==> src/rtl/serial_subtractor_pkg.sv <==
// Shared types and helpers for the bit-serial subtractor.
package serial_subtractor_pkg;

    typedef enum logic [1:0] {
        IDLE  = 2'd0,
        SHIFT = 2'd1,
        DONE  = 2'd2
    } state_e;

    // Counter width for a given operand width, never narrower than 1 bit.
    function automatic int cnt_w(input int width);
        return (width <= 1) ? 1 : $clog2(width);
    endfunction

endpackage

==> src/rtl/serial_subtractor_full_subtractor.sv <==
// One-bit full subtractor cell: d = x - y - bin, with borrow out.
module full_subtractor (
    input  logic x,
    input  logic y,
    input  logic bin,
    output logic d,
    output logic bout
);

    always_comb begin
        d    = x ^ y ^ bin;
        bout = (~x & y) | (~(x ^ y) & bin);
    end

endmodule

==> src/rtl/serial_subtractor.sv <==
// LSB-first bit-serial unsigned subtractor, diff = a - b over WIDTH cycles.
// Define SERIAL_SUBTRACTOR_OVF_EN to build the signed overflow flag.
module serial_subtractor
    import serial_subtractor_pkg::*;
#(
    parameter int WIDTH = 8
) (
    input  logic             clk,
    input  logic             rst_n,
    input  logic             start_valid,
    output logic             start_ready,
    input  logic [WIDTH-1:0] a,
    input  logic [WIDTH-1:0] b,
    output logic             done_valid,
    input  logic             done_ready,
    output logic [WIDTH-1:0] diff,
    output logic             borrow_out,
    output logic             overflow,
    output logic             busy
);

    localparam int CNT_W = cnt_w(WIDTH);

    state_e           state_q, state_d;
    logic [CNT_W-1:0] cnt_q, cnt_d;
    logic [WIDTH-1:0] a_sr_q, a_sr_d;
    logic [WIDTH-1:0] b_sr_q, b_sr_d;
    logic [WIDTH-1:0] res_q, res_d;
    logic             borrow_q, borrow_d;

    logic bit_d;
    logic bit_bout;
    logic accept;
    logic last;

    full_subtractor u_fs (
        .x   (a_sr_q[0]),
        .y   (b_sr_q[0]),
        .bin (borrow_q),
        .d   (bit_d),
        .bout(bit_bout)
    );

    assign accept = (state_q == IDLE) & start_valid;
    assign last   = (state_q == SHIFT) & (cnt_q == CNT_W'(WIDTH - 1));

    always_comb begin
        state_d  = state_q;
        cnt_d    = cnt_q;
        a_sr_d   = a_sr_q;
        b_sr_d   = b_sr_q;
        res_d    = res_q;
        borrow_d = borrow_q;
        unique case (state_q)
            IDLE: begin
                if (start_valid) begin
                    a_sr_d   = a;
                    b_sr_d   = b;
                    borrow_d = 1'b0;
                    cnt_d    = '0;
                    state_d  = SHIFT;
                end
            end
            SHIFT: begin
                a_sr_d   = a_sr_q >> 1;
                b_sr_d   = b_sr_q >> 1;
                res_d    = res_q >> 1;
                res_d[WIDTH-1] = bit_d;
                borrow_d = bit_bout;
                if (last) begin
                    state_d = DONE;
                end else begin
                    cnt_d = cnt_q + 1'b1;
                end
            end
            DONE: begin
                if (done_ready) begin
                    state_d = IDLE;
                end
            end
            default: state_d = IDLE;
        endcase
    end

    always_ff @(posedge clk or negedge rst_n) begin
        if (!rst_n) begin
            state_q  <= IDLE;
            cnt_q    <= '0;
            a_sr_q   <= '0;
            b_sr_q   <= '0;
            res_q    <= '0;
            borrow_q <= 1'b0;
        end else begin
            state_q  <= state_d;
            cnt_q    <= cnt_d;
            a_sr_q   <= a_sr_d;
            b_sr_q   <= b_sr_d;
            res_q    <= res_d;
            borrow_q <= borrow_d;
        end
    end

`ifdef SERIAL_SUBTRACTOR_OVF_EN
    logic a_msb_q, a_msb_d;
    logic b_msb_q, b_msb_d;
    logic ovf_q, ovf_d;

    // bit_d on the last shift is the result MSB
    always_comb begin
        a_msb_d = a_msb_q;
        b_msb_d = b_msb_q;
        ovf_d   = ovf_q;
        if (accept) begin
            a_msb_d = a[WIDTH-1];
            b_msb_d = b[WIDTH-1];
        end
        if (last) begin
            ovf_d = (a_msb_q != b_msb_q) & (bit_d != a_msb_q);
        end
    end

    always_ff @(posedge clk or negedge rst_n) begin
        if (!rst_n) begin
            a_msb_q <= 1'b0;
            b_msb_q <= 1'b0;
            ovf_q   <= 1'b0;
        end else begin
            a_msb_q <= a_msb_d;
            b_msb_q <= b_msb_d;
            ovf_q   <= ovf_d;
        end
    end

    assign overflow = ovf_q;
`else
    logic unused_ovf;
    assign unused_ovf = accept;
    assign overflow   = 1'b0;
`endif

    assign start_ready = (state_q == IDLE);
    assign done_valid  = (state_q == DONE);
    assign busy        = (state_q != IDLE);
    assign diff        = res_q;
    assign borrow_out  = borrow_q;

endmodule

==> config.mk <==
export PLATFORM = sky130hd
export DESIGN_NAME = serial_subtractor
export DESIGN_NICKNAME = d
export VERILOG_FILES = /design/src/rtl/serial_subtractor_pkg.sv /design/src/rtl/serial_subtractor_full_subtractor.sv /design/src/rtl/serial_subtractor.sv
export SDC_FILE = /design/constraint.sdc
export NUM_CORES = 1
export LEC_CHECK = 0
export ABC_CLOCK_PERIOD_IN_PS = 1800
export CAP_MARGIN = 5
export CORE_MARGIN = 1.5
export CORE_UTILIZATION = 30
export DETAILED_ROUTE_END_ITERATION = 8
export PLACE_DENSITY_LB_ADDON = 0.12
export SYNTH_ARGS = -nofsm -noshare
export SYNTH_HDL_FRONTEND = slang
export SYNTH_SLANG_ARGS = --single-unit
==> constraint.sdc <==
create_clock -name clk -period 1.8 [get_ports clk]
set_input_delay 0.27 -clock clk [delete_from_list [all_inputs] [get_ports clk]]
set_output_delay 0.27 -clock clk [all_outputs]
set_load 0.005 [all_outputs]
**Word-level counts from Yosys, hierarchy flattened**

Index checks and enable logic that the tools add are counted.

- Bits in registers: 30
- Output and inout port bits: 13
- Input bits: 20

- Bitwise logic cells: 8
- Eq/ne operators: 7
- $add $sub $neg: 1
- Multiplexer cells: 13
- Reductions and logical operators: 6

Operators by type and width:

| operator | number |
|---|---|
| 8-bit one-hot mux with 2 select lines | 2 |
| 8-bit 2-to-1 mux | 2 |
| 2-bit 2-to-1 mux | 3 |
| 3-bit 2-to-1 mux | 2 |
| 2-bit inequality test (second input constant) | 3 |
| 2-bit one-hot mux with 3 select lines | 1 |
| 3-bit one-hot mux with 2 select lines | 1 |
| 3-bit AND reduction | 2 |
| 2-bit nonzero test | 2 |
| 3-bit by 1-bit adder with 3-bit output (second input constant) | 1 |
| 1-bit AND | 3 |
| 3-bit == test (second input constant) | 1 |
| 2-bit by 1-bit == test with 1-bit output (second input constant) | 1 |
| 2-bit == test (second input constant) | 1 |
| 2-bit zero test | 1 |
| 2-bit by 1-bit inequality test with 1-bit output (second input constant) | 1 |
| 1-bit inverter | 2 |
| 1-bit one-hot mux with 2 select lines | 1 |
| 2-bit AND reduction | 1 |
| 1-bit XOR | 2 |
| 1-bit 2-to-1 mux | 1 |
| 1-bit bitwise OR | 1 |

**Longest topological paths before layout**

Gate-level depths: netlist of the first run.

- Depth in word-level cells: 5
- Gate-level depth with buffers: 5

**Modules after synthesis**

Synthesis of the first run repeated with hierarchy kept, for this count alone.

- Cells, all modules: 156
- Area, all modules: 1517.7 µm²

By module, submodules not included:

| module | instances | sequential area each (µm²) | cells each | area an instance (µm²) |
|---|---|---|---|---|
| serial_subtractor | 1 | 750.7 | 152 | 1486.4 |
| full_subtractor | 1 | 0.0 | 4 | 31.3 |

**Worst setup path after synthesis of the first run**

OpenSTA, ideal clock, no wires.

- Path kind: reg-to-reg
- From: register cnt_q[0]
- To: register cnt_q[0]
- Path slack: 0.461 ns
- Clock period less this slack: 1.339 ns
- Cell stages (with the launch flop): 5
- Buffers on the path: 0
- Arrival time: 1.218 ns
- Cells stage by stage: dfrtp_1 -> ha_1 -> ha_1 -> mux2_2 -> a22o_1

- Word-level cells in the longest chain between the ends: 4
- Elaborated cells on any way between the ends: 7

RTL lines:

| element | line | RTL |
|---|---|---|
| from (decl) | serial_subtractor.sv:25 | `logic [CNT_W-1:0] cnt_q, cnt_d;` |
| from (signal assigned) | serial_subtractor.sv:95 | `cnt_q <= cnt_d;` |
| branches (longest 4 deep; another with 3-bit by 1-bit adder with 3-bit output) | - |  |

Parallel ways; which one is timed is not known. The select of a mux whose other input is x is not followed.
A chain may end at the register's enable or synchronous reset.

**Worst setup path after layout of the first run**

- From: register state_q[0]
- To: output start_ready

- Word-level cells in the longest chain between the ends: 1

RTL lines:

| element | line | RTL |
|---|---|---|
| from (decl) | serial_subtractor.sv:24 | `state_e state_q, state_d;` |
| from (signal assigned) | serial_subtractor.sv:94 | `state_q <= state_d;` |
| 2-bit zero test | serial_subtractor.sv:141 | `assign start_ready = (state_q == IDLE);` |
| to (decl) | serial_subtractor.sv:11 | `output logic start_ready,` |

Every way passes these cells.

==> results of run 1 <==
-- layer usage --
metal  GRT usage, %  vias to the layer above
met5              0                        -
met2           22.0                       33
met4           5.03                        0
met1           18.0                      541
met3           5.39                        6
li1               -                      551
-- flip-flops by register name, indices dropped and copies added (netlist names) --
signal and flops:
a_sr_q 8, b_sr_q 8, borrow_out 1, cnt_q 3
diff 8, state_q 2
-- worst register-to-register path: cells and delay by family, from the launching register on --
family                 cells  cell delay [ns]
DFF                        1             0.40
AOI/OAI and AO/OA          2             0.43
buffers and inverters      1             0.17
and+or+nand+nor            1             0.38
-- power by group through the flow --
stage	clock network (mW)	registers, mW	logic [mW]
2_1_floorplan	0	1.15	0.891
3_3_place_gp	0	1.18	1.31
3_5_place_dp	0	1.19	1.35
4_1_cts	0.710	1.19	1.35
5_1_grt	0.742	1.22	1.51
6_report	0.698	1.18	1.32
-- kinds of logic (layout without fill, tap and decap cells) --
group,after synthesis,after routing,share of synthesized area [%]
buf+inv,18,52,6.28
mux,1,1,0.774
compound gates,34,34,19.5
fa+ha+maj,3,3,3.10
simple gates,54,54,18.4
other cells,1,1,0.258
flops,30,30,51.6
-- worst min-delay path by stage --
stage	end	cells after the start	slack [ns]
finish	diff[7]$_DFFE_PN0P_	2	0.37
global route	diff[7]$_DFFE_PN0P_	2	0.40
CTS	diff[7]$_DFFE_PN0P_	2	0.39
detailed placement	diff[0]$_DFFE_PN0P_	2	0.47
global placement	diff[0]$_DFFE_PN0P_	2	0.46
floorplan	a_sr_q[0]$_DFFE_PN0P_	0	-0.03
-- Yosys cell counts (2+ instances only) --
master	number	share of area, %
a2bb2oi_1	5	3.0
ha_1	2	1.7
o22a_1	5	3.0
a221o_1	2	1.4
nand2_1	28	7.2
buf_4	2	1.0
dfrtp_1	30	52
nand3_1	2	0.69
a22oi_1	2	1.0
nor2b_1	3	1.3
nor2_1	2	0.52
nor3b_1	3	1.5
a211oi_2	3	2.6
nor3_1	3	1.0
inv_1	8	2.1
nand3b_1	4	2.1
nand2b_1	5	2.2
nor2_2	2	0.86
a22o_1	7	4.2
o21ai_0	6	2.1
o221a_2	2	1.5
buf_2	7	2.4
-- repair_timing --
action	in CTS	in global routing
gates resized for setup	1	0
setup endpoints to repair	1	0
hold buffers	0	0
-- cell type report --
type	count	area [µm²]	area share, %
multi-input cells	93	614	31.8
well taps	54	67.6	3.50
clock inverters	1	30.0	1.56
flip-flops and latches	30	751	38.9
inverters	8	30.0	1.56
clock buffers	6	82.6	4.28
repair buffers	37	355	18.4
-- metrics by stage --
stage / cell area (µm²) / hold WS (ns)
5_1_grt: 1930 / 0.399
6_report: 1930 / 0.369
3_3_place_gp: 1820 / 0.465
3_5_place_dp: 1820 / 0.473
2_1_floorplan: 1450 / -0.0256
4_1_cts: 1930 / 0.387
==> results.md, run 1 <==
- Routed met1 length: 1.50 mm
- Kind of critical path: flip-flop to output port
- CTS tree: built
- Syn Inst Count: 141
- Seq cells post-synth: 30
- Via-per-instance ratio: 4.94
- Post-route setup TNS: 0 ns
- Internal power: 2.14 mW
- Worst Skew: 0.00519 ns
- Worst setup path endpoint: start_ready
- Die area: 5270 µm²
- Area Growth Syn to Fin: 32.8%
- Vias in the first global route: 1173
- Cell family with most CP delay: buffers and inverters
- CTS sink cnt: 30
- Iter 0 DRT Violations: 58
- Non-filler cells, final: 229
- CP Capture Type: output port
- WP data arrival: 1.43 ns
- Gpl congestion: 0.727
- Startpoint types: flip-flop
- Critical Path RT: 1.53 ns
- Worst Path Max Fanout: 4
- CP Launch Point: state_q[0]$_DFFE_PN0P_
- Synth unique cells: 30
- HPWL after detailed placement: 2.29 mm
- Proportion of layout cells with a drive suffix above 1: 13.1%
- Vias: 1131
- Internal reg-to-reg setup slack: 0.31 ns
- R2r endpoint: b_sr_q[5]$_DFFE_PN0P_
- Reg2reg start: state_q[0]$_DFFE_PN0P_
- Post-synth EDFFs: 0
- Worst min path class: input port to async pin
- Largest net degree at the start of global routing: 31
- Net load switching power: 1.06 mW
- CP Depth: 2
- Most frequent cells in the layout: clkdlybuf4s50_1, dfrtp_1, nand2_1
- Yosys warnings: 0
- Met2 WL: 1.53 mm
- Largest stage delay on the critical path: 0.53 ns
- Starting Density: 31.0%
- Core region area: 4690 µm²
- GRT Resource Usage Total: 14.2%
- Row cnt: 25
- Antenna violations before repair: 0
- Root buffer cell: clkbuf_8
- Placed cells: 222
- Peak supply drop: 0.623 mV
- Synth Flop Type: dfrtp_1
- Max clock buf depth: 2
- Slew Limit Fails: 0
- Fmax: 587 MHz
- Worst skew pair latency: 0.29 ns
- Setup violators final: 0
- Top Ports: 33
- NumNets Final: 198
- Filler instances: 463
- Util after Layout: 41.1%
- Met3 WL: 162 µm
- First-pass GRT wire length: 5.63 mm
- Slowest-stage cell, CP: clkdlybuf4s50_1
- Top Layer Used: met4
- Syn_area_per_cell: 10.3 µm²
- Post-Synthesis Cell Area: 1450 µm²
- Setup WS pre-CTS: 0.119 ns
- Combinational share of power: 41.3%
- Synth Net Count: 164
- DRT antenna net count: 0
- Post-synthesis sequential area ratio: 51.6%
- DIE HEIGHT: 72.6 µm
- Die W: 72.6 µm
- Wire per inst: 14.2 µm
- Ant diodes: 0
- Post-CTS Setup Inserts: 0
- Asr flop ratio synth: 100%
- Buf/Inv on CP: 1
- Outcome: finished clean
- Final worst slack: 0.0963 ns
- Unrepaired setup endpoints after global routing: false
- Commonest non-fill, non-tap cell in the layout: clkdlybuf4s50_1
- DR DRC count: 0
- Total power: 3.20 mW
- H-tree lvl count: 2
- Cells along the critical path: nor2_2 > clkdlybuf4s50_1
- R2R depth: 4
- Maxcap violations: 0
- Worst-path clk slew: 0.07 ns
- PortBufs: 31
- CTS Buf Count: 5
- Pwr per Cell Area: 1660 nW/µm²
- WL final: 3.25 mm
- P_leak: 0.870 nW
- Hold Fails Final Rpt: 0
- Sequential share of power: 36.9%
- First drt pass iteration count: 4
- Clock share of power: 21.8%
- Fin crit period: 1.70 ns
- Crit share post-route: 94.6%
- Remaining Overflow, GRT: 0
- Switch share: 33.1%
Power figures use the tool's default switching activity.
==> inputs of run 2 (changes only) <==
--- a/config.mk
+++ b/config.mk
@@ -10,4 +10,5 @@
 export CORE_MARGIN = 1.5
 export CORE_UTILIZATION = 30
+export CTS_CLUSTER_DIAMETER = 50
 export DETAILED_ROUTE_END_ITERATION = 8
 export PLACE_DENSITY_LB_ADDON = 0.12
==> constraint.sdc (replaced) <==
create_clock -name clk -period 1.8 [get_ports clk]
set_input_delay 0.27 -clock clk [delete_from_list [all_inputs] [get_ports clk]]
set_output_delay 0.27 -clock clk [all_outputs]
set_load 0.01 [all_outputs]
==> results.md, run 2 (synthesized netlist as in run 1, its figures left out) <==
- Via-per-instance ratio: 4.94 (unchanged)
- Critical Path RT: 1.53 ns (about the same)
- Top Ports: 33 (unchanged)
- WL final: 3.25 mm (about the same)
- Max clock buf depth: 2 (unchanged)
- Multi-input gate area: 619 µm² (+0.81%)
- H-tree lvl count: 2 (unchanged)
- Peak supply drop: 0.623 mV (about the same)
- Slew Limit Fails: 0 (unchanged)
- Root buffer cell: clkbuf_8
- Worst Skew: 0.00505 ns (-0.000132 ns)
- Area Growth Syn to Fin: 33.1%
- DIE HEIGHT: 72.6 µm (unchanged)
- Vias: 1131 (unchanged)
- Gpl congestion: 0.727 (unchanged)
- P_leak: 0.870 nW (about the same)
- Commonest non-fill, non-tap cell in the layout: clkdlybuf4s50_1
- HPWL after detailed placement: 2.29 mm (unchanged)
- FF/Latch Area: 751 µm² (unchanged)
- Hold Fails Final Rpt: 0 (unchanged)
- Iter 0 DRT Violations: 58 (unchanged)
- Wire per inst: 14.2 µm (about the same)
- Maxcap violations: 0 (unchanged)
- Row cnt: 25 (unchanged)
- Filler instances: 463 (unchanged)
- Die W: 72.6 µm (unchanged)
- Worst Path Max Fanout: 4 (unchanged)
- Unrepaired setup endpoints after global routing: false
- Worst skew pair latency: 0.29 ns (about the same)
- Slowest-stage cell, CP: clkdlybuf4s50_1
- DR DRC count: 0 (unchanged)
- WP data arrival: 1.46 ns (+0.03 ns)
- CP Depth: 2 (unchanged)
- Antenna violations before repair: 0 (unchanged)
- Fmax: 579 MHz (-1.4%)
- First drt pass iteration count: 4 (unchanged)
- Worst min path class: input port to async pin
- Largest stage delay on the critical path: 0.56 ns (+0.03 ns)
- CP Launch Point: state_q[0]$_DFFE_PN0P_
- CTS tree: built
- Fin crit period: 1.73 ns (+0.0234 ns)
- Crit share post-route: 95.9% (+1.3 points)
- First-pass GRT wire length: 5.63 mm (unchanged)
- Largest net degree at the start of global routing: 31 (unchanged)
- R2R depth: 4 (unchanged)
- Cells along the critical path: nor2b_1 > clkdlybuf4s50_1
- Post-route setup TNS: 0 ns (unchanged)
- Post-CTS Setup Inserts: 0 (unchanged)
- Setup violators final: 0 (unchanged)
- Worst-path clk slew: 0.07 ns (about the same)
- Proportion of layout cells with a drive suffix above 1: 13.1% (unchanged)
- Startpoint types: flip-flop
- CTS Buf Count: 5 (unchanged)
- DRT antenna net count: 0 (unchanged)
- Outcome: finished clean
- PortBufs: 31 (unchanged)
- Ant diodes: 0 (unchanged)
- Remaining Overflow, GRT: 0 (unchanged)
- Setup WS pre-CTS: 0.119 ns (unchanged)
- R2r endpoint: b_sr_q[5]$_DFFE_PN0P_
- Internal reg-to-reg setup slack: 0.27 ns (-0.04 ns)
- CP Capture Type: output port
- Reg2reg start: state_q[0]$_DFFE_PN0P_
- Kind of critical path: flip-flop to output port
- Buf/Inv on CP: 1 (unchanged)
- Pwr per Cell Area: 1680 nW/µm² (+1.4%)
- NumNets Final: 198 (unchanged)
- Most frequent cells in the layout: clkdlybuf4s50_1, dfrtp_1, nand2_1
- Cell family with most CP delay: buffers and inverters
- GRT Resource Usage Total: 14.2% (unchanged)
- Starting Density: 31.0% (unchanged)
- Vias in the first global route: 1173 (unchanged)
- Worst setup path endpoint: done_valid
- CTS sink cnt: 30 (unchanged)
- Core region area: 4690 µm² (unchanged)
- Die area: 5270 µm² (unchanged)
- Final worst slack: 0.0729 ns (-0.0234 ns)
[run 2: changes by cell type in the layout (fill, tap and decap cells not counted)]
cell    change
nor2_2      -1
nor2_4      +1
[run 2: area by class of cell]
class | count | area share, %
Sequential cell | 30 | 38.8
Clock inverter | 1 | 1.55
Multi-Input combinational cell | 93 | 32.0
Clock buffer | 6 | 4.27
Tap cell | 54 | 3.49
Timing Repair Buffer | 37 | 18.4
Inverter | 8 | 1.55
[run 2: worst reg2reg max path: cells and delay by family, from the launching register on]
kind	cells	cell delay, ns
simple gates	1	0.38
compound gates	2	0.43
flops	1	0.43
buf+inv	1	0.18
[run 2: through the flow]
step	hold slack, ns	area (µm²)	std cells	utilization (%)	total power [mW]
2_1_floorplan	-0.0256	1450	141	-	2.08
3_3_place_gp	0.465	1820	222	38.7	2.54
3_5_place_dp	0.473	1820	222	38.7	2.58
4_1_cts	0.387	1930	229	41.1	3.29
5_1_grt	0.399	1940	229	41.3	3.52
6_report	0.369	1940	229	41.3	3.26
[run 2: worst min path at each step]
| stage | end | slack, ns | cells after the start |
|---|---|---|---|
| 2_1_floorplan | a_sr_q[0]$_DFFE_PN0P_ | -0.03 | 0 |
| 3_3_place_gp | diff[0]$_DFFE_PN0P_ | 0.46 | 2 |
| 3_5_place_dp | diff[0]$_DFFE_PN0P_ | 0.47 | 2 |
| 4_1_cts | diff[7]$_DFFE_PN0P_ | 0.39 | 2 |
| 5_1_grt | diff[7]$_DFFE_PN0P_ | 0.40 | 2 |
| 6_report | diff[7]$_DFFE_PN0P_ | 0.37 | 2 |
[run 2: repair_timing]
item,CTS,global route
gates resized for setup,1,1
setup endpoints to repair,1,1
hold buffers,0,0
[run 2: per-layer routing]
layer | track usage (%) | up-vias | part of all wire (%)
met1 | 18.0 | 541 | 46
met3 | 5.39 | 6 | 5.0
met4 | 5.03 | 0 | 1.7
met5 | 0 | - | 0
li1 | - | 551 | -
met2 | 22.0 | 33 | 47
[run 2: power by group]
group	switching [mW]	internal, mW
clock network	0.256	0.442
logic	0.645	0.729
registers	0.206	0.981
==> inputs of run 3 (changes only) <==
Settings changed: ABC_CLOCK_PERIOD_IN_PS 1800 to 2060.
Clock period 1.8 ns to 2.06 ns, I/O delays scaled along.
==> results.md, run 3 (synthesized netlist as in run 1, its figures left out) <==
- GRT Resource Usage Total: 14.3% (+0.11 points)
- Post-route setup TNS: 0 ns (unchanged)
- DIE HEIGHT: 72.6 µm (unchanged)
- Clock share of power: 21.6% (+0.2 points)
- Fin crit period: 1.93 ns
- Top Ports: 33 (unchanged)
- Row cnt: 25 (unchanged)
- R2R depth: 4 (unchanged)
- P_leak: 0.861 nW (-1.1%)
- Setup violators final: 0 (unchanged)
- First-pass GRT wire length: 5.50 mm (-2.3%)
- Root buffer cell: clkbuf_8
- Critical Path RT: 1.75 ns (+0.22 ns)
- H-tree lvl count: 2 (unchanged)
- Core region area: 4690 µm² (unchanged)
- Via-per-instance ratio: 5.03 (+1.9%)
- R2r endpoint: b_sr_q[5]$_DFFE_PN0P_
- Combinational share of power: 41.8% (-0.4 points)
- WP data arrival: 1.62 ns (+0.16 ns)
- CTS sink cnt: 30 (unchanged)
- Peak supply drop: 0.543 mV (-13%)
- Ant diodes: 0 (unchanged)
- Max clock buf depth: 2 (unchanged)
- Kind of critical path: flip-flop to output port
- Internal power: 1.85 mW (-14%)
- Util after Layout: 40.8% (-0.48 points)
- # hold bufs at CTS: 0 (unchanged)
- Pwr per Cell Area: 1470 nW/µm² (-13%)
- Area Growth Syn to Fin: 31.6%
- Proportion of layout cells with a drive suffix above 1: 11.6% (-1.6 points)
- Largest net degree at the start of global routing: 31 (unchanged)
- CTS Buf Count: 5 (unchanged)
- Antenna violations before repair: 0 (unchanged)
- Die W: 72.6 µm (unchanged)
- CP Launch Point: state_q[1]$_DFFE_PN0P_
- Iter 0 DRT Violations: 36 (-38%)
- Wire per inst: 14.7 µm (+3.9%)
- Startpoint types: flip-flop
- PortBufs: 31 (unchanged)
- Slew margin rel.: 62.2%
- Hold Fails Final Rpt: 0 (unchanged)
- Worst Path Max Fanout: 11 (+7)
- First drt pass iteration count: 4 (unchanged)
- Post_cts resized: 0 (-1)
- Worst skew pair latency: 0.29 ns (about the same)
- Most frequent cells in the layout: clkdlybuf4s50_1, dfrtp_1, nand2_1
- Maxcap violations: 0 (unchanged)
- NumNets Final: 196 (-1.0%)
- Vias: 1142 (+0.97%)
- Crit share post-route: 93.5%
- Vias in the first global route: 1111 (-5.3%)
- Remaining Overflow, GRT: 0 (unchanged)
- Sequential share of power: 36.6% (+0.2 points)
- Fmax: 519 MHz
- Switch share: 34.2% (+0.23 points)
- WL final: 3.34 mm (+3.0%)
- CTS tree: built
- Worst min path class: input port to async pin
- DRT antenna net count: 0 (unchanged)
- Starting Density: 31.0% (unchanged)
- Worst-path clk slew: 0.06 ns (about the same)
- Total power: 2.82 mW (-14%)
- Slew Limit Fails: 0 (unchanged)
- Outcome: finished clean
- Reg2reg start: state_q[0]$_DFFE_PN0P_
- Net load switching power: 963 µW (-13%)
- Die area: 5270 µm² (unchanged)
- DR DRC count: 0 (unchanged)
- Post-CTS Setup Inserts: 0 (unchanged)
- Worst setup path endpoint: done_valid
- Pin slew with the least headroom to its limit: 0.565 ns
- Commonest non-fill, non-tap cell in the layout: clkdlybuf4s50_1
- HPWL after detailed placement: 2.31 mm (+1.0%)
- Worst Skew: 0.00618 ns (+0.00113 ns)
- Gpl congestion: 0.746 (+2.7%)
- Internal reg-to-reg setup slack: 0.52 ns (+0.25 ns)
- CP Capture Type: output port
- Unrepaired setup endpoints after global routing: false
[run 3: layout make-up]
| cell class | instances | area, µm² |
|---|---|---|
| well taps | 54 | 67.6 |
| multi-input cells | 93 | 612 |
| clock buffers | 6 | 82.6 |
| flip-flops and latches | 30 | 751 |
| inverters | 8 | 30.0 |
| fillers | 473 | 2780 |
| clock inverters | 1 | 30.0 |
| repair buffers | 35 | 340 |
[run 3: worst min path at each step]
stage,end,slack (ns),depth (start not counted)
floorplan,a_sr_q[0]$_DFFE_PN0P_,0.01,0
global placement,diff[0]$_DFFE_PN0P_,0.47,2
detailed placement,diff[0]$_DFFE_PN0P_,0.49,2
CTS,a_sr_q[6]$_DFFE_PN0P_,0.44,2
global route,diff[6]$_DFFE_PN0P_,0.45,2
finish,b_sr_q[6]$_DFFE_PN0P_,0.42,2
[run 3: worst max-delay path: stages, from the launching register on]
cell and delay (ns):
dfrtp_1 0.37, buf_4 0.19, nor2b_1 0.21, clkdlybuf4s50_1 0.56
[run 3: power by group through the flow]
stage                     Combinational (mW)  Sequential, mW  Clock [mW]
after floorplan                        0.786            1.04           0
after global placement                  1.17            1.03           0
after detailed placement                1.20            1.04           0
after CTS                               1.20            1.03       0.625
after global routing                    1.32            1.07       0.656
final                                   1.18            1.03       0.607
[run 3: layer usage]
metal,track usage [%],part of all wire (%)
met2,20.8,45
met3,5.39,5.7
met5,0,0
met4,6.29,1.9
met1,18.9,47
[run 3: metrics by stage]
| stage | hold slack [ns] | cell area [µm²] | setup slack [ns] | std cells |
|---|---|---|---|---|
| 3_3_place_gp | 0.466 | 1800 | 0.333 | 220 |
| 5_1_grt | 0.453 | 1910 | 0.0301 | 227 |
| 3_5_place_dp | 0.485 | 1800 | 0.269 | 220 |
| 6_report | 0.423 | 1910 | 0.133 | 227 |
| 4_1_cts | 0.437 | 1910 | 0.115 | 227 |
| 2_1_floorplan | 0.0134 | 1450 | 0.721 | 141 |
